[src/rtl/mac_accumulator.sv]
// Saturating multiply-accumulate stage: sums LEN accepted products, then holds
// the dot-product result until the downstream handshake completes.
module mac_accumulator #(
  parameter int LEN   = 4,
  parameter int P_W   = 16,
  parameter int ACC_W = 20
) (
  input  logic             clk,
  input  logic             rst,
  input  logic [P_W-1:0]   in_data,
  input  logic             in_valid,
  output logic             in_ready,
  input  logic             clear,
  output logic [ACC_W-1:0] out_data,
  output logic             out_ovf,
  output logic             out_valid,
  input  logic             out_ready,
  output logic [7:0]       count
);

  typedef enum logic {S_ACC, S_OUT} state_t;

  state_t           state, state_nxt;
  logic [ACC_W-1:0] acc;
  logic             ovf;
  logic [ACC_W:0]   sum;
  logic [ACC_W-1:0] value;
  logic             sat, fire, last;

  always_comb begin
    in_ready  = (state == S_ACC) && !clear;
    fire      = in_valid && in_ready;
    last      = (count == 8'(LEN - 1));
    sum       = {1'b0, acc} + {{(ACC_W + 1 - P_W){1'b0}}, in_data};
    sat       = sum[ACC_W];
    value     = sat ? {ACC_W{1'b1}} : sum[ACC_W-1:0];
    state_nxt = state;
    case (state)
      S_ACC: if (fire && last) state_nxt = S_OUT;
      S_OUT: if (out_ready)    state_nxt = S_ACC;
      default:                 state_nxt = S_ACC;
    endcase
  end

  always_ff @(posedge clk) begin
    if (rst) begin
      state     <= S_ACC;
      acc       <= '0;
      ovf       <= 1'b0;
      count     <= '0;
      out_data  <= '0;
      out_ovf   <= 1'b0;
      out_valid <= 1'b0;
    end else begin
      state <= state_nxt;
      if (state == S_ACC) begin
        if (clear) begin
          acc   <= '0;
          count <= '0;
          ovf   <= 1'b0;
        end else if (fire) begin
          if (last) begin
            // Final beat: publish result and restart the sum for the next run
            out_data  <= value;
            out_ovf   <= ovf | sat;
            out_valid <= 1'b1;
            acc       <= '0;
            count     <= '0;
            ovf       <= 1'b0;
          end else begin
            acc   <= value;
            count <= count + 8'd1;
            ovf   <= ovf | sat;
          end
        end
      end else if (out_ready) begin
        out_valid <= 1'b0;
      end
    end
  end

endmodule

[config.mk]
export PLATFORM = sky130hd
export DESIGN_NAME = mac_accumulator
export DESIGN_NICKNAME = d
export VERILOG_FILES = /design/src/rtl/mac_accumulator.sv
export SDC_FILE = /design/constraint.sdc
export NUM_CORES = 1
export LEC_CHECK = 0
export CAP_MARGIN = 20
export CORE_MARGIN = 2
export CORE_UTILIZATION = 30
export DETAILED_ROUTE_END_ITERATION = 16
export GPL_TIMING_DRIVEN = 1
export MAX_ROUTING_LAYER = met4
export SYNTH_ARGS = -nofsm -noshare
export SYNTH_HDL_FRONTEND = slang
export SYNTH_SLANG_ARGS = --single-unit
export TNS_END_PERCENT = 5
[constraint.sdc]
create_clock -name clk -period 3.8 [get_ports clk]
set_clock_uncertainty 0.15 [all_clocks]
set_input_delay 0.76 -clock clk [delete_from_list [all_inputs] [get_ports clk]]
set_output_delay 0.76 -clock clk [all_outputs]
set_load 0.01 [all_outputs]
==> run metrics, run 1 <==
status finished clean; DR pass1 iterations 4; post-CTS setup buffers 0; ys async rst share 0%; worst slew pin tran 0.705 ns; Synth area leaders dfxtp_1, nor2_1, ha_1; cell taking the most area after synthesis dfxtp_1; GR Util met3 2.54%; post-synthesis compound-gate area fraction 23.3%; Reg2Reg Setup Slack 0.92 ns; TritonCTS clock tree done; I/O pins 52; Crit Path Class in -> reg; synthesized instance count 383; number of synthesized flops with an enable pin 0; final-report hold violation count 0; top-count cell post-synth nor2_1; Avg Cell Area, Syn 8.03 µm²; # fillers 1016; Die ar. 11100 µm²; Synth Area in Simple Gates 25.9%; min cycle time layout 3.40 ns; crit share post-route 89.5%; final instance area 3750 µm²; GRT Overall Usage 15.2%; wire per inst 14.5 µm; synth-to-layout area growth 21.8%; drc violations 0; maxcap violations 0; Post-Synth XOR/XNOR Area 3.70%; hold wc startpoint acc[10]; Die H 105 µm; largest family of logic cells by synthesized area simple AND/OR/NAND/NOR gates; nets 463; grt ovf 0; Worst EP arrival 3.45 ns; Num CTS Buffers 5; multiplexer share of the synthesized area 0.325%; cell area after synthesis 3080 µm²; distinct cell type count after synthesis 62; RSZ-0062 raised after global routing no; Clock Path Buffers 2; drt initial violations 169; post-placement cell area 3660 µm²; Initial Util 31.2%; final setup fails 0; post-CTS sizing 0; layout cell share with drive strength beyond 1 7.53%; Core ar. 9860 µm²; Pins Over Slew Limit 0; Clock Pin Slew Worst Setup and Hold Paths 0.09 ns; vias per cell 5.21; GRT Max-Usage Layer met2; first-pass GRT wire length 13600 µm; global-route met1 utilization 20.1%; H-tree depth 2; Setup crit end kind flop; row cnt 36; Yosys reg bits 52; Lkg Pwr 1.34 nW; worst vdd ir 157 µV; reg2reg start count[0]; Yosys top cell area share 33.8%; via count 2906; most frequent cells after synthesis nor2_1, dfxtp_1, nand2_1; Worst Path Required 3.85 ns; antenna diode count 0; Reg-to-Reg End out_data[17]; Worst Path Max Fanout 3; Port Buffer Count 51; hold buffers post-CTS 0; Peak Freq 0.294 GHz; pwr/cell area 287 nW/µm²; pin count of the biggest net entering global routing 32; Yosys warnings 0; met2 usage 24.7%; Clock Latency Late Sink 0.31 ns; CP endpoint acc[14]; antenna-violating nets left 0; WL final 8060 µm; vias in the first global route 2782; Die X 105 µm; Synthesized Nets 422; hpwl dp 5990 µm; Setup TNS 0 ns; sequential cell area fraction in the yosys report 33.8%; Worst R2R Path Depth 5; Main synth FF type dfxtp_1; relative slew slack 52.9%; gpl congestion 0.882; Setup crit start kind primary input; adder-cell area share of the yosys netlist 7.56%; worst min path class reg -> reg; sink count of the clock tree 52; antenna violations before repair 0; clk root buf clkbuf_8; Worst Setup SP in_data[0]
-- layout make-up --
class,count,area (µm²),area share (%)
clock buffer,5,68.8,1.84
multi-input combinational,303,1870,50.0
timing repair buffer,58,563,15.0
sequential,52,1040,27.8
clock inverter,3,21.3,0.567
tap,133,166,4.44
inverter,4,15.0,0.401
-- per-layer routing --
| metal | wire length [µm] | vias up |
|---|---|---|
| met5 | 0 | - |
| met4 | 44 | 0 |
| met3 | 293 | 6 |
| met2 | 3690 | 75 |
| met1 | 4030 | 1360 |
| li1 | - | 1465 |
-- sequential cells by signal (all words and copies together) (netlist names) --
| register | count |
|---|---|
| acc | 20 |
| out_data | 20 |
| count | 8 |
| out_ovf | 1 |
| out_valid | 1 |
| ovf | 1 |
| state | 1 |
-- worst max-delay path, stage by stage --
cell and delay, ns:
clkdlybuf4s50_1 0.40, ha_1 0.22, fa_1 0.44, a211oi_1 0.34
o21ai_0 0.23, a221o_2 0.42, a211oi_1 0.25, xnor2_1 0.11
o21ai_0 0.18, nand2_1 0.08
-- worst min-delay path by stage --
stage          endpoint  depth (start not counted)  slack [ns]
2_1_floorplan   acc[10]                          2        0.27
3_3_place_gp    acc[10]                          2        0.28
3_5_place_dp    acc[10]                          2        0.29
4_1_cts         acc[10]                          2        0.31
5_1_grt         acc[10]                          2        0.34
6_report        acc[10]                          2        0.31
-- through the flow --
step / power [mW] / worst slack, ns / hold slack (ns) / instances / util [%]
2_1_floorplan: 0.709 / 0.781 / 0.270 / 383 / -
3_3_place_gp: 0.763 / 0.151 / 0.280 / 550 / 37.1
3_5_place_dp: 0.766 / 0.0748 / 0.294 / 550 / 37.1
4_1_cts: 1.09 / 0.416 / 0.309 / 558 / 38.0
5_1_grt: 1.14 / 0.225 / 0.340 / 558 / 38.0
6_report: 1.08 / 0.400 / 0.308 / 558 / 38.0
-- cells in the final DEF (no fill, tap or decap), types with 5 or more instances in the layout --
| cell | netlist | layout |
|---|---|---|
| clkbuf_8 | 2 | 5 |
| clkdlybuf4s50_1 | 0 | 51 |
| ha_1 | 17 | 17 |
| o21ai_0 | 25 | 25 |
| nand3_1 | 8 | 8 |
| xor2_1 | 5 | 5 |
| buf_4 | 2 | 7 |
| dfxtp_1 | 52 | 52 |
| nand2_1 | 43 | 43 |
| and3_1 | 7 | 7 |
| a21oi_1 | 32 | 32 |
| a211oi_1 | 13 | 13 |
| nor3_1 | 20 | 20 |
| nor2_1 | 60 | 60 |
| xnor2_1 | 8 | 8 |
-- logic make-up after synthesis --
kind of cell / count (synthesis)
and+or+nand+nor: 165
AOI/OAI and AO/OA: 106
DFF: 52
buffers and inverters: 28
adders and majority gates: 18
xor gates and xnor gates: 13
muxes: 1
-- report_power, final --
| group | leakage (nW) | switching, mW | internal [mW] | total [mW] |
|---|---|---|---|---|
| sequential | 0.420 | 0.00565 | 0.553 | 0.559 |
| combinational | 0.872 | 0.111 | 0.0842 | 0.196 |
| clock | 0.0445 | 0.192 | 0.131 | 0.323 |
| total | 1.34 | 0.309 | 0.769 | 1.08 |
(Power assumes the default switching activity.)
==> inputs of run 2 (changes only) <==
--- a/config.mk
+++ b/config.mk
@@ -8,6 +8,7 @@
 export CAP_MARGIN = 20
 export CORE_MARGIN = 2
 export CORE_UTILIZATION = 30
+export CTS_CLUSTER_DIAMETER = 200
 export DETAILED_ROUTE_END_ITERATION = 16
 export GPL_TIMING_DRIVEN = 1
 export MAX_ROUTING_LAYER = met4
==> results of run 2 <==
The final DEF is identical to that of run 1; final timing and power are the same.
